### src/rtl/pico_bram_banked_bridge.sv
// PicoRV32 native memory bus to banked Xilinx BRAM bridge.
// The address window is split into C_NUM_BANKS contiguous banks. Reads wait
// out the BRAM output-register pipeline. Accesses outside the window complete
// with an error response so the core never stalls forever.
module pico_bram_banked_bridge #(
  parameter int          C_NUM_BANKS       = 2,
  parameter int          C_BANK_ADDR_WIDTH = 13,
  parameter logic [31:0] C_BASE_ADDR       = 32'h0000_0000,
  parameter int          C_RD_LATENCY      = 1,
  parameter logic [31:0] C_ERR_DATA        = 32'hDEAD_BEEF
) (
  input  logic                                     CLK,
  input  logic                                     RST,
  input  logic                                     MEM_VALID,
  input  logic                                     MEM_INSTR,
  output logic                                     MEM_READY,
  input  logic [31:0]                              MEM_ADDR,
  input  logic [31:0]                              MEM_WDATA,
  input  logic [3:0]                               MEM_WSTRB,
  output logic [31:0]                              MEM_RDATA,
  output logic                                     BRAM_CLK,
  output logic                                     BRAM_RST,
  output logic [C_NUM_BANKS*C_BANK_ADDR_WIDTH-1:0] BRAM_ADDR,
  output logic [32*C_NUM_BANKS-1:0]                BRAM_DIN,
  input  logic [32*C_NUM_BANKS-1:0]                BRAM_DOUT,
  output logic [C_NUM_BANKS-1:0]                   BRAM_EN,
  output logic [4*C_NUM_BANKS-1:0]                 BRAM_WE,
  output logic                                     ERR,
  output logic [31:0]                              ERR_ADDR,
  output logic [7:0]                               ERR_COUNT
);

  localparam int          BW   = (C_NUM_BANKS > 1) ? $clog2(C_NUM_BANKS) : 1;
  localparam logic [32:0] SPAN = 33'(C_NUM_BANKS) << C_BANK_ADDR_WIDTH;

  typedef enum logic [1:0] {IDLE, RD_WAIT, RESP, ERR_RESP} state_t;

  state_t                       state_q;
  logic [BW-1:0]                bank_q;
  logic [C_BANK_ADDR_WIDTH-1:0] addr_q;
  logic                         rd_q;
  logic [2:0]                   cnt_q;
  logic [31:0]                  err_addr_q;
  logic [7:0]                   err_cnt_q;

  logic [31:0]   offset;
  logic          hit;
  logic [BW-1:0] bank;
  logic          unused_instr;

  // The instruction flag carries no meaning for a plain memory bridge.
  assign unused_instr = MEM_INSTR;

  assign BRAM_CLK  = CLK;
  assign BRAM_RST  = RST;
  assign BRAM_DIN  = {C_NUM_BANKS{MEM_WDATA}};
  assign ERR_ADDR  = err_addr_q;
  assign ERR_COUNT = err_cnt_q;

  // Window decode: subtraction wraps, so addresses below the base land far above the span.
  always_comb begin
    offset = MEM_ADDR - C_BASE_ADDR;
    hit    = {1'b0, offset} < SPAN;
    bank   = '0;
    if (C_NUM_BANKS > 1) bank = offset[C_BANK_ADDR_WIDTH +: BW];
  end

  // Bank strobes and response outputs follow the state; IDLE drives the issue cycle directly.
  always_comb begin
    BRAM_EN   = '0;
    BRAM_WE   = '0;
    BRAM_ADDR = '0;
    MEM_READY = 1'b0;
    MEM_RDATA = '0;
    ERR       = 1'b0;
    for (int b = 0; b < C_NUM_BANKS; b++) begin
      BRAM_ADDR[b*C_BANK_ADDR_WIDTH +: C_BANK_ADDR_WIDTH] =
        (state_q == IDLE) ? offset[C_BANK_ADDR_WIDTH-1:0] : addr_q;
    end
    case (state_q)
      IDLE: begin
        if (MEM_VALID && hit) begin
          for (int b = 0; b < C_NUM_BANKS; b++) begin
            if (bank == BW'(b)) begin
              BRAM_EN[b]       = 1'b1;
              BRAM_WE[b*4 +: 4] = MEM_WSTRB;
            end
          end
        end
      end
      RD_WAIT: begin
        for (int b = 0; b < C_NUM_BANKS; b++) begin
          if (bank_q == BW'(b)) BRAM_EN[b] = 1'b1;
        end
      end
      RESP: begin
        MEM_READY = 1'b1;
        if (rd_q) begin
          for (int b = 0; b < C_NUM_BANKS; b++) begin
            if (bank_q == BW'(b)) MEM_RDATA = BRAM_DOUT[b*32 +: 32];
          end
        end
      end
      ERR_RESP: begin
        MEM_READY = 1'b1;
        ERR       = 1'b1;
        MEM_RDATA = rd_q ? C_ERR_DATA : 32'h0;
      end
      default: ;
    endcase
  end

  // Transaction FSM: requests are captured only in IDLE and always run to completion.
  always_ff @(posedge CLK or posedge RST) begin
    if (RST) begin
      state_q    <= IDLE;
      bank_q     <= '0;
      addr_q     <= '0;
      rd_q       <= 1'b0;
      cnt_q      <= '0;
      err_addr_q <= '0;
      err_cnt_q  <= '0;
    end else begin
      case (state_q)
        IDLE: begin
          if (MEM_VALID) begin
            rd_q   <= (MEM_WSTRB == 4'h0);
            bank_q <= bank;
            addr_q <= offset[C_BANK_ADDR_WIDTH-1:0];
            if (!hit) begin
              state_q    <= ERR_RESP;
              err_addr_q <= MEM_ADDR;
              if (err_cnt_q != 8'hFF) err_cnt_q <= err_cnt_q + 8'd1;
            end else if (MEM_WSTRB != 4'h0) begin
              state_q <= RESP;
            end else begin
              cnt_q   <= 3'(C_RD_LATENCY - 1);
              state_q <= (C_RD_LATENCY == 1) ? RESP : RD_WAIT;
            end
          end
        end
        RD_WAIT: begin
          cnt_q <= cnt_q - 3'd1;
          if (cnt_q == 3'd1) state_q <= RESP;
        end
        RESP:     state_q <= IDLE;
        ERR_RESP: state_q <= IDLE;
        default:  state_q <= IDLE;
      endcase
    end
  end

endmodule

### config.mk
export PLATFORM = sky130hd
export DESIGN_NAME = pico_bram_banked_bridge
export DESIGN_NICKNAME = d
export VERILOG_FILES = /design/src/rtl/pico_bram_banked_bridge.sv
export SDC_FILE = /design/constraint.sdc
export NUM_CORES = 1
export LEC_CHECK = 0
export ABC_AREA = 0
export ABC_CLOCK_PERIOD_IN_PS = 3200
export BUFFER_PORTS_ARGS = -buffer_cell sky130_fd_sc_hd__buf_2
export CAP_MARGIN = 15
export CORE_AREA = 2 2 120 122
export CTS_BUF_LIST = sky130_fd_sc_hd__clkbuf_8
export DETAILED_ROUTE_END_ITERATION = 12
export DIE_AREA = 0 0 122 124
export PLACE_DENSITY = 0.62
export SLEW_MARGIN = 20
export SYNTH_ARGS = -nofsm -noshare
export SYNTH_HDL_FRONTEND = slang
export SYNTH_SLANG_ARGS = --single-unit
### constraint.sdc
create_clock -name CLK -period 3.2 [get_ports CLK]
set_input_delay 0.96 -clock CLK [delete_from_list [all_inputs] [get_ports CLK]]
set_output_delay 0.96 -clock CLK [all_outputs]
set_load 0.005 [all_outputs]
==> metrics.txt <==
reg2reg end ERR_COUNT[4]; fmax 0.324 GHz; Syn Nets roughly 630; Area Growth Syn to Fin 25.8%; WHS Endpoint ERR_ADDR[15]; initial antenna violation count 0; Max transition margin 41.0%; Routed Antenna Nets 0; row cnt 43; clock-pin slew on the worst setup and hold paths 0.06 ns; Worst path slowest cell nor4_4; vias approximately 3600; Final Slew Violations 0; CP endpoint kind primary output; # IOs between 300 and 400; first-pass GRT wire length 17900 microns; Initial Util 28.7%; pre-CTS setup slack -0.304 ns; Tmin final 3.09 ns; post-cts hold buffer count 0; clk_lat worst skew 0.44 ns; HPWL Detailed 9140 microns; RSZ-0062 raised after global routing yes; WP data required around 2.2 ns; critical path's largest stage delay approximately 0.38 ns; vias in the first global route 3459; drt pass-1 iters 4; Worst Setup SP MEM_ADDR[21]; WS Path Type input pin to primary output; Die Span X between 100 and 150 microns; Top FF cell, synth dfrtp_1; # DRC 0; Clock Skews between 0.01 and 0.015 ns; DR vias/cell roughly 4.5; r2r worst-path depth 5; crit path DAT between 2 and 2.5 ns; Final Cycle Share 96.6%; Syn. warnings 0; met2 GRT Util 27.0%; Worst-Margin Slew 0.883 ns; Pwr per Cell Area 795 nW/um^2; Post-synth EDFFs 0; DRT iter0 DRCs approximately 150; largest net degree at the start of global routing just over 60; Final WS setup 0.110 ns; routability cong. a little over 0.7; final wirelength 12000 microns; Buffers on Ports 214; share of post-route cells with drive strength above 1 43.3%; r2r startpoint state_q[1]; nets@finish 766; Hold Path Cell Cnt 2; core area 13700 sq um; GR Layer Usage met3 ~3.5%; critical-path cell list buf_2 -> nor4_4 -> nand3_4 -> nor2_4 -> nand3_4 -> a21oi_2 -> buf_2; worst vdd ir 364 uV; Mapped Area approximately 4000 sq um; Die H ~120 microns; CP max FO 5; Cells after Synth between 400 and 500; flop2flop setup slack approximately 0.94 ns; CP startpoint kind input pin; critical hold path startpoint ERR_ADDR[15]; Max Cap Viol 0; filler cell count 1454; TritonCTS clock tree yes; leak pwr ~2.8 nW; outcome finished, final reports clean; HP Class flip-flop to flip-flop; Distinct cells, synth 36; grt met1 use 18.0%; Setup violations, final 0; busiest grt layer met2; grt total ovfl 0; final hold vios 0; die area 15100 sq um; post-synthesis sequential area ratio 38.2%; Syn Area/Cell 8.04 sq um; ant diodes 0; flops & latches, synth 60; Total Routing Usage GR roughly 15%; Final Core Density 36.1%; post-DR wirelength/cell between 10 and 15 microns; Synth async-reset ratio 100%
-- cells in the final DEF, fill, tap and decap left out, types with 3 or more instances in the layout --
cell,count
mux2_1,3
o21ai_0,4
a211oi_1,24
xor2_1,3
buf_6,3
buf_4,12
dfrtp_1,59
inv_1,9
a21oi_1,3
nor4_4,3
buf_2,210
ha_1,3
nand2_1,145
nand3_1,5
and3_1,4
clkbuf_8,14
nand4_1,3
nor2b_1,25
nor2_1,47
mux2_2,13
mux2i_1,9
-- cell families (layout without fill, tap and decap cells) --
kind of cell	count (synthesis)	count (layout)	share of synthesized area, %
DFF	60	60	38.2
muxes	25	25	6.87
adders and majority gates	3	3	0.955
and+or+nand+nor	248	248	27.7
buffers and inverters	112	251	18.7
xor gates and xnor gates	4	4	0.891
AOI/OAI and AO/OA	37	37	6.75
-- worst max path at each step --
stage / endpoint / slack (ns)
global route: BRAM_EN[1] / -0.01
CTS: BRAM_EN[1] / 0.03
global placement: BRAM_EN[1] / -0.28
finish: BRAM_EN[1] / 0.11
floorplan: BRAM_EN[1] / 0.31
detailed placement: BRAM_EN[1] / -0.30
-- sequential cells by signal (all words and copies together), names as in the netlist --
name and flops:
ERR_ADDR 32, ERR_COUNT 8, addr_q 13, bank_q 1, cnt_q 3, rd_q 1, state_q 2
-- power breakdown --
group / leakage (nW) / internal (mW) / switching (mW)
clock: 0.110 / 0.391 / 0.293
combinational: 1.89 / 0.853 / 1.02
sequential: 0.747 / 1.10 / 0.277
-- cell usage after synthesis, drive strengths merged, types with 4 or more instances --
master    n  area, sq um
a211oi   24          180
mux2     16          180
nand2   147          559
nor2     49          191
mux2i     9         90.1
and3      4         25.0
a21oi     5         36.3
clkbuf   15         56.3
dfrtp    60         1500
nand3     7         35.0
o21ai     7         42.5
buf      88          644
nor2b    25          156
inv       9         33.8
-- critical path: cells and delay by family --
| kind | cells | cell delay [ns] |
|---|---|---|
| buffers and inverters | 2 | 0.24 |
| and+or+nand+nor | 4 | 0.79 |
| AOI/OAI and AO/OA | 1 | 0.14 |
-- routing by layer --
metal / up-vias / share of wire [%]
li1: 1765 / -
met1: 1653 / 40
met2: 184 / 50
met3: 18 / 7.9
met4: 0 / 1.4
met5: - / 0
-- repair_timing --
action                     4_1_cts  5_1_grt
buffers inserted                 1        0
gates resized for setup          9       14
setup endpoints to repair       10       10
cloned                           0        0
pin swaps                        1        6
-- through the flow --
step | area [sq um] | setup TNS (ns) | cells | total power, mW | hold WS (ns)
after detailed placement | 4630 | -2.25 | 792 | 3.28 | 0.457
after global routing | 4950 | -0.0116 | 808 | 4.30 | 0.493
final | 4950 | 0 | 808 | 3.93 | 0.470
after global placement | 4630 | -2.05 | 792 | 3.26 | 0.453
after floorplan | 3930 | 0 | 489 | 2.65 | 0.442
after CTS | 4890 | 0 | 808 | 3.99 | 0.472
-- cell type report --
type | instances | area (sq um) | area share, %
well taps | 180 | 225 | 4.55
inverters | 9 | 33.8 | 0.683
multi-input cells | 317 | 1780 | 36.0
clock inverters | 1 | 3.75 | 0.0759
repair buffers | 226 | 1200 | 24.3
flip-flops and latches | 60 | 1500 | 30.4
clock buffers | 15 | 198 | 3.99
No activity file was read; power rests on OpenSTA's default activity.
